`src/rtl/pipe_ctrl_pkg.sv`:
```
// Shared types for the pipeline stall/flush controller.
package pipe_ctrl_pkg;

    typedef enum logic [1:0] {
        RUN,
        DRAIN,
        HALTED
    } state_t;

    typedef struct packed {
        logic en_pc;
        logic en_ifid;
        logic flush_ifid;
        logic en_idex;
        logic flush_idex;
        logic en_exmem;
    } ctl_t;

    localparam ctl_t CTL_RUN = '{en_pc: 1'b1, en_ifid: 1'b1, flush_ifid: 1'b0,
                                 en_idex: 1'b1, flush_idex: 1'b0, en_exmem: 1'b1};
    localparam ctl_t CTL_FREEZE = '{en_pc: 1'b0, en_ifid: 1'b0, flush_ifid: 1'b0,
                                    en_idex: 1'b0, flush_idex: 1'b0, en_exmem: 1'b0};
    // Front end held, bubble into ID/EX, back end keeps moving.
    localparam ctl_t CTL_STALL = '{en_pc: 1'b0, en_ifid: 1'b0, flush_ifid: 1'b0,
                                   en_idex: 1'b1, flush_idex: 1'b1, en_exmem: 1'b1};
    localparam ctl_t CTL_SQUASH = '{en_pc: 1'b1, en_ifid: 1'b1, flush_ifid: 1'b1,
                                    en_idex: 1'b1, flush_idex: 1'b1, en_exmem: 1'b1};

endpackage

```
`src/rtl/pipeline_ctrl_sat_counter.sv`:
```
// Saturating up-counter with asynchronous active-high reset.
module sat_counter #(
    parameter int unsigned W = 16
) (
    input  logic         clk,
    input  logic         reset,
    input  logic         inc,
    output logic [W-1:0] count
);

    always_ff @(posedge clk or posedge reset) begin
        if (reset)
            count <= '0;
        else if (inc && (count != '1))
            count <= count + 1'b1;
    end

endmodule

```
`src/rtl/pipeline_ctrl.sv`:
```
// Stall/flush controller: load-use bubbles, branch squash, memory freeze and
// the halt drain/halted/restart sequence, plus bubble/flush counters.
module pipeline_ctrl
    import pipe_ctrl_pkg::*;
#(
    parameter int unsigned DRAIN_CYCLES = 2,
    parameter int unsigned CNT_W        = 16
) (
    input  logic             clk,
    input  logic             reset,
    input  logic [2:0]       rs_adr_id,
    input  logic [2:0]       rt_adr_id,
    input  logic             use_rs_id,
    input  logic             use_rt_id,
    input  logic [2:0]       regwrite_adr_ex,
    input  logic             regwrite_ex,
    input  logic             from_main_mem_ex,
    input  logic             branch_taken_ex,
    input  logic             is_halt_ex,
    input  logic             mem_busy,
    input  logic             restart,
    output logic             en_pc,
    output logic             en_ifid,
    output logic             flush_ifid,
    output logic             en_idex,
    output logic             flush_idex,
    output logic             en_exmem,
    output logic             halted,
    output logic [CNT_W-1:0] bubble_cnt,
    output logic [CNT_W-1:0] flush_cnt
);

    state_t     state, state_nxt;
    logic [3:0] drain_cnt, drain_nxt;
    ctl_t       ctl;
    logic       load_use;
    logic       bubble_inc;
    logic       flush_inc;

    assign load_use = from_main_mem_ex & regwrite_ex &
                      ((use_rs_id & (rs_adr_id == regwrite_adr_ex)) |
                       (use_rt_id & (rt_adr_id == regwrite_adr_ex)));

    always_ff @(posedge clk or posedge reset) begin
        if (reset) begin
            state     <= RUN;
            drain_cnt <= '0;
            halted    <= 1'b0;
        end else begin
            state     <= state_nxt;
            drain_cnt <= drain_nxt;
            halted    <= (state_nxt == HALTED);
        end
    end

    always_comb begin
        ctl        = CTL_RUN;
        state_nxt  = state;
        drain_nxt  = drain_cnt;
        bubble_inc = 1'b0;
        flush_inc  = 1'b0;
        case (state)
            RUN: begin
                if (mem_busy) begin
                    ctl = CTL_FREEZE;
                end else if (is_halt_ex) begin
                    ctl       = CTL_STALL;
                    state_nxt = DRAIN;
                    drain_nxt = 4'(DRAIN_CYCLES);
                end else if (branch_taken_ex) begin
                    ctl       = CTL_SQUASH;
                    flush_inc = 1'b1;
                end else if (load_use) begin
                    ctl        = CTL_STALL;
                    bubble_inc = 1'b1;
                end
            end
            DRAIN: begin
                ctl = CTL_STALL;
                if (mem_busy) begin
                    ctl.en_exmem = 1'b0;
                end else begin
                    drain_nxt = drain_cnt - 4'd1;
                    if (drain_cnt <= 4'd1)
                        state_nxt = HALTED;
                end
            end
            HALTED: begin
                ctl = CTL_FREEZE;
                if (restart)
                    state_nxt = RUN;
            end
            default: state_nxt = RUN;
        endcase
    end

    assign en_pc      = ctl.en_pc;
    assign en_ifid    = ctl.en_ifid;
    assign flush_ifid = ctl.flush_ifid;
    assign en_idex    = ctl.en_idex;
    assign flush_idex = ctl.flush_idex;
    assign en_exmem   = ctl.en_exmem;

    sat_counter #(.W(CNT_W)) u_bubble_cnt (
        .clk   (clk),
        .reset (reset),
        .inc   (bubble_inc),
        .count (bubble_cnt)
    );

    sat_counter #(.W(CNT_W)) u_flush_cnt (
        .clk   (clk),
        .reset (reset),
        .inc   (flush_inc),
        .count (flush_cnt)
    );

endmodule
```
`config.mk`:
```
export PLATFORM = sky130hd
export DESIGN_NAME = pipeline_ctrl
export DESIGN_NICKNAME = d
export VERILOG_FILES = /design/src/rtl/pipe_ctrl_pkg.sv /design/src/rtl/pipeline_ctrl_sat_counter.sv /design/src/rtl/pipeline_ctrl.sv
export SDC_FILE = /design/constraint.sdc
export NUM_CORES = 1
export LEC_CHECK = 0
export CAP_MARGIN = 40
export CORE_MARGIN = 2
export CORE_UTILIZATION = 52
export DETAILED_ROUTE_END_ITERATION = 8
export PLACE_DENSITY = 0.94
export SLEW_MARGIN = 20
export SYNTH_ARGS = -nofsm -noshare
export SYNTH_HDL_FRONTEND = slang
export SYNTH_HIERARCHICAL = 1
export SYNTH_SLANG_ARGS = --single-unit
export TNS_END_PERCENT = 10
```
`constraint.sdc`:
```
create_clock -name clk -period 4.3 [get_ports clk]
set_clock_uncertainty 0.15 [all_clocks]
set_input_delay 0.86 -clock clk [delete_from_list [all_inputs] [get_ports clk]]
set_output_delay 0.86 -clock clk [all_outputs]
set_load 0.02 [all_outputs]
```
# After elaboration in Yosys (flattened, before gate mapping)
# Index checks and enable logic that the tools add are counted.
dict set report totals {
  reg_bits 39
  input_bits 19
  out_inout_bits 39
  word_cells 54
}
dict set report classes {
  add_sub_neg 3
  magnitude_cmp 1
  eq_ne 10
  muxes 25
  bitwise_logic 5
  reduce_logical 5
}
# cell n
set ops {}
lappend ops {{$add A16 B1 Y16 const B} 2}
lappend ops {{$ne A16 B16 Y1 const B} 2}
lappend ops {{$mux W6} 4}
lappend ops {{$pmux W6 S3} 1}
lappend ops {{$mux W4} 3}
lappend ops {{$mux W1} 10}
lappend ops {{$mux W2} 5}
lappend ops {{$pmux W4 S2} 1}
lappend ops {{$eq A3 B3 Y1} 2}
lappend ops {{$ne A2 B2 Y1 const B} 3}
lappend ops {{$pmux W2 S3} 1}
lappend ops {{$and A1 B1 Y1} 4}
lappend ops {{$eq A2 B2 Y1 const B} 2}
lappend ops {{$le A4 B1 Y1 const B} 1}
lappend ops {{$reduce_and A4 Y1} 1}
lappend ops {{$sub A4 B1 Y4 const B} 1}
lappend ops {{$eq A2 B1 Y1 const B} 1}
lappend ops {{$logic_and A1 B1 Y1} 2}
lappend ops {{$logic_not A2 Y1} 1}
lappend ops {{$reduce_bool A2 Y1} 1}
lappend ops {{$or A1 B1 Y1} 1}

# Depth between registers and ports, before layout
dict set report logic_depth {
  ltp_word 10
  mapped_depth 9
  depth_no_buf 9
}

# Modules after synthesis
# The synthesis kept the hierarchy.
# mod n_inst cells_each area_each_um2 seq_area_each_um2
set by_module_without_submodules {}
lappend by_module_without_submodules {sat_counter 2 71 805.8 400.4}
lappend by_module_without_submodules {pipeline_ctrl 1 69 609.3 175.2}

# Worst setup path after synthesis
# No wires, ideal clock.
dict set report synth_path {
  path_type {in2out}
  startpoint {in mem_busy}
  endpoint {out en_pc}
  arrival_time_ps 2052
  required_time_ps 3290
  slack_ps 1238
  path_stages 3
  path_buffers 1
  path_cell_list {or2b_1 -> o32ai_1 -> buf_4}
}
dict set report synth_via {
  elab_chain_len 2
}
# item line
set synth_lines {}
lappend synth_lines {{from (decl)} pipeline_ctrl.sv:20} ;# input logic mem_busy,
lappend synth_lines {{$mux W6} pipeline_ctrl.sv:64} ;# if (mem_busy) begin
lappend synth_lines {{$pmux W6 S3} pipeline_ctrl.sv:62} ;# case (state)
lappend synth_lines {{to (decl)} pipeline_ctrl.sv:22} ;# output logic en_pc,
# No other way between the ends.

# Final worst setup path
dict set report layout_path {
  startpoint {in mem_busy}
  endpoint {out flush_ifid}
}
dict set report layout_via {
  elab_chain_len 2
}
# item line
set layout_lines {}
lappend layout_lines {{$mux W6} pipeline_ctrl.sv:64}
lappend layout_lines {{$pmux W6 S3} pipeline_ctrl.sv:62}
lappend layout_lines {{to (decl)} pipeline_ctrl.sv:24} ;# output logic flush_ifid,
# No other way between the ends.

==> summary.md <==
| Metric | Value |
|---|---|
| Vias per cell | `between 5 and 6` |
| CP max FO | `8` |
| # IOs | `58` |
| Final hold vios | `0` |
| Crit path launch type | `primary input` |
| Max-cap violations | `0` |
| CTS Buf Count | `5` |
| Area Overhead vs Synth | `34.31%` |
| Register area | `975.9 sq um` |
| HP Class | `register to register` |
| FP Rows | `23` |
| Worst hold slack | `around 360 ps` |
| Pwr Total | `1.257 mW` |
| Max-slew violations | `0` |
| Post-synthesis async set-or-reset flop share | `1.000` |
| Post-synthesis register bit count | `39` |
| First-pass GRT wire length | `between 8000 and 9000 um` |
| Most frequent cells in the layout | `clkdlybuf4s50_1, dfrtp_1, xnor2_1` |
| Actual slew at the worst max-slew pin | `around 630 ps` |
| Largest area contributor in the netlist | `dfrtp_1` |
| Sequential area share after synthesis | `0.4394` |
| Core Box Area | `4058 sq um` |
| Post-synthesis cell count | `211` |
| Die Span X | `69.35 um` |
| Total die area | `between 4000 and 5000 sq um` |
| Top_reg_cell synth | `dfrtp_1` |
| Finished Cell Area | `a little under 3000 sq um` |
| Top post-synthesis cells by area | `dfrtp_1, xnor2_1, ha_1` |
| Largest net degree at the start of global routing | `17` |
| Status | `complete, no violations` |
| Area share of the largest cell type after synthesis | `0.4394` |
| Routed wire length | `~5100 um` |
| Number of synthesized flops with an enable pin | `0` |
| Post-CTS setup buffers | `0` |
| Pre-CTS setup slack | `455.4 ps` |
| Drt pass-1 iters | `4` |
| Final Util | `0.7351` |
| Die Y | `just under 70 um` |
| Placed cell count | `317` |
| TritonCTS clock tree | `built` |
| Crit path required time | `between 3000 and 4000 ps` |
| Antenna Cells | `0` |
| Initial antenna violation count | `0` |
| Max transition margin | `0.5809` |
| CTS H-tree lvls | `2` |
| Post-CTS Resized | `0` |
| Post-route setup slack | `roughly 450 ps` |
| Cell area after synthesis | `approximately 2200 sq um` |
| RSZ-0062 raised after global routing | `no` |
| ANT nets after route | `0` |
| Power Dens Cells | `about 420 nW/um^2` |
| Post-synthesis cell type count | `between 40 and 50` |
| Clock sink count | `39` |
| Peak VDD IR | `0.3402 mV` |
| Post-Synthesis Net Count | `between 200 and 250` |
| Avg Cell Area, Syn | `10.53 sq um` |
| Wire per inst | `15.59 um` |
| Root Buffer Master | `clkbuf_8` |
| Placer Congestion | `~0.77` |
| CTS Hold Bufs | `0` |
| Final Instance Count excl. Fillers | `325` |
| CTS max path bufs | `2` |
| Clock Latency Late Sink | `around 290 ps` |
| Critical path type | `primary input to output pin` |
| # fillers | `between 200 and 300` |
| Worst setup EP type | `output pin` |
| Clock transition at path regs | `about 80 ps` |
| Multi-input logic area | `between 1000 and 1500 sq um` |
| Post-layout net count | `approximately 300` |
| Vias in the first global route | `between 1.5k and 2k` |
| DP HPWL | `~3700 um` |
| Tcrit/Tclk final | `0.8947` |
| Arrival time worst endpoint | `between 2000 and 3000 ps` |
| Commonest non-fill, non-tap cell in the layout | `clkdlybuf4s50_1` |
| Drt drc | `0` |
| Final setup TNS | `0 ps` |
| Minimum clock period | `~3800 ps` |
| Total GRT Usage | `0.2204` |
| Port Buf Inserts | `between 50 and 60` |
| Leak | `~1.3 nW` |
| Setup violations, final | `0` |
| FMAX | `between 200 and 300 MHz` |
| Initial core utilization | `0.5473` |
| Placed Instance Area | `~2800 sq um` |
| Total grt overflow | `0` |
| Via count | `between 1.5k and 2k` |
| DRT iter0 DRCs | `90` |
| Layout cells sized above 1 | `0.09091` |
| Synth warn | `6` |
==> path summary, 6_finish.rpt <==
kind                                        start                      to  slack (ps)  depth (start not counted)
setup / recovery                         mem_busy              flush_ifid         450                          6
hold / removal             u_bubble_cnt/count[15]  u_bubble_cnt/count[15]         360                          1
max in group asynchronous                   reset  u_bubble_cnt/count[13]        2750                          2
min in group asynchronous                   reset                state[1]         690                          2
hold reg to reg            u_bubble_cnt/count[15]  u_bubble_cnt/count[15]         360                          1
setup reg to reg                         state[0]  u_bubble_cnt/count[14]        1500                          9
==> registers in the layout, indices dropped and copies added, names as in the netlist <==
| name | count |
|---|---|
| state | 2 |
| drain_cnt | 4 |
| halted | 1 |
| u_bubble_cnt/count | 16 |
| u_flush_cnt/count | 16 |
==> power breakdown <==
group          switching, mW  total [mW]  internal [mW]
clock                  0.133       0.365          0.231
sequential            0.0614       0.472          0.411
combinational          0.215       0.420          0.205
total                  0.410        1.26          0.847
==> cell families (layout without fill, tap and decap cells) <==
kind of cell / Yosys count / in the layout / share of synthesized area
fa+ha+maj: 8 / 8 / 0.04507
xor+xnor: 28 / 28 / 0.1104
flops: 39 / 39 / 0.4394
simple gates: 98 / 98 / 0.2873
buf+inv: 9 / 73 / 0.01690
mux: 6 / 6 / 0.02929
compound gates: 23 / 23 / 0.07154
==> area by class of cell <==
| type | instances | share of cell area |
|---|---|---|
| multi-input cells | 163 | 0.4048 |
| flip-flops and latches | 39 | 0.3272 |
| repair buffers | 57 | 0.1913 |
| clock buffers | 5 | 0.02307 |
| clock inverters | 3 | 0.02265 |
| well taps | 50 | 0.02097 |
| inverters | 8 | 0.01007 |
==> worst max-delay path: stages <==
cell	delay, ps
clkdlybuf4s50_1	510
or2b_1	310
nor2_1	120
and2_1	260
nor2b_1	160
clkdlybuf4s50_1	620
==> metal layers <==
metal	part of all wire	global-route usage	vias to the layer above
met2	0.54	0.4092	39
met3	0.039	0.04360	5
li1	-	-	887
met4	0.010	0.08279	0
met5	0	0	-
met1	0.41	0.2467	907
==> cell usage after synthesis, types with 3 or more instances <==
| cell | count |
|---|---|
| dfrtp_1 | 39 |
| xnor2_1 | 28 |
| nand2_1 | 14 |
| nand3_1 | 14 |
| nand4_1 | 12 |
| nor2_1 | 10 |
| and3_1 | 9 |
| ha_1 | 8 |
| inv_1 | 8 |
| and4_1 | 6 |
| a21oi_1 | 5 |
| and2_1 | 4 |
| mux2_2 | 4 |
| nor2b_1 | 4 |
| nand2b_1 | 3 |
| o21ai_0 | 3 |
No activity file was read; power rests on OpenSTA's default activity.
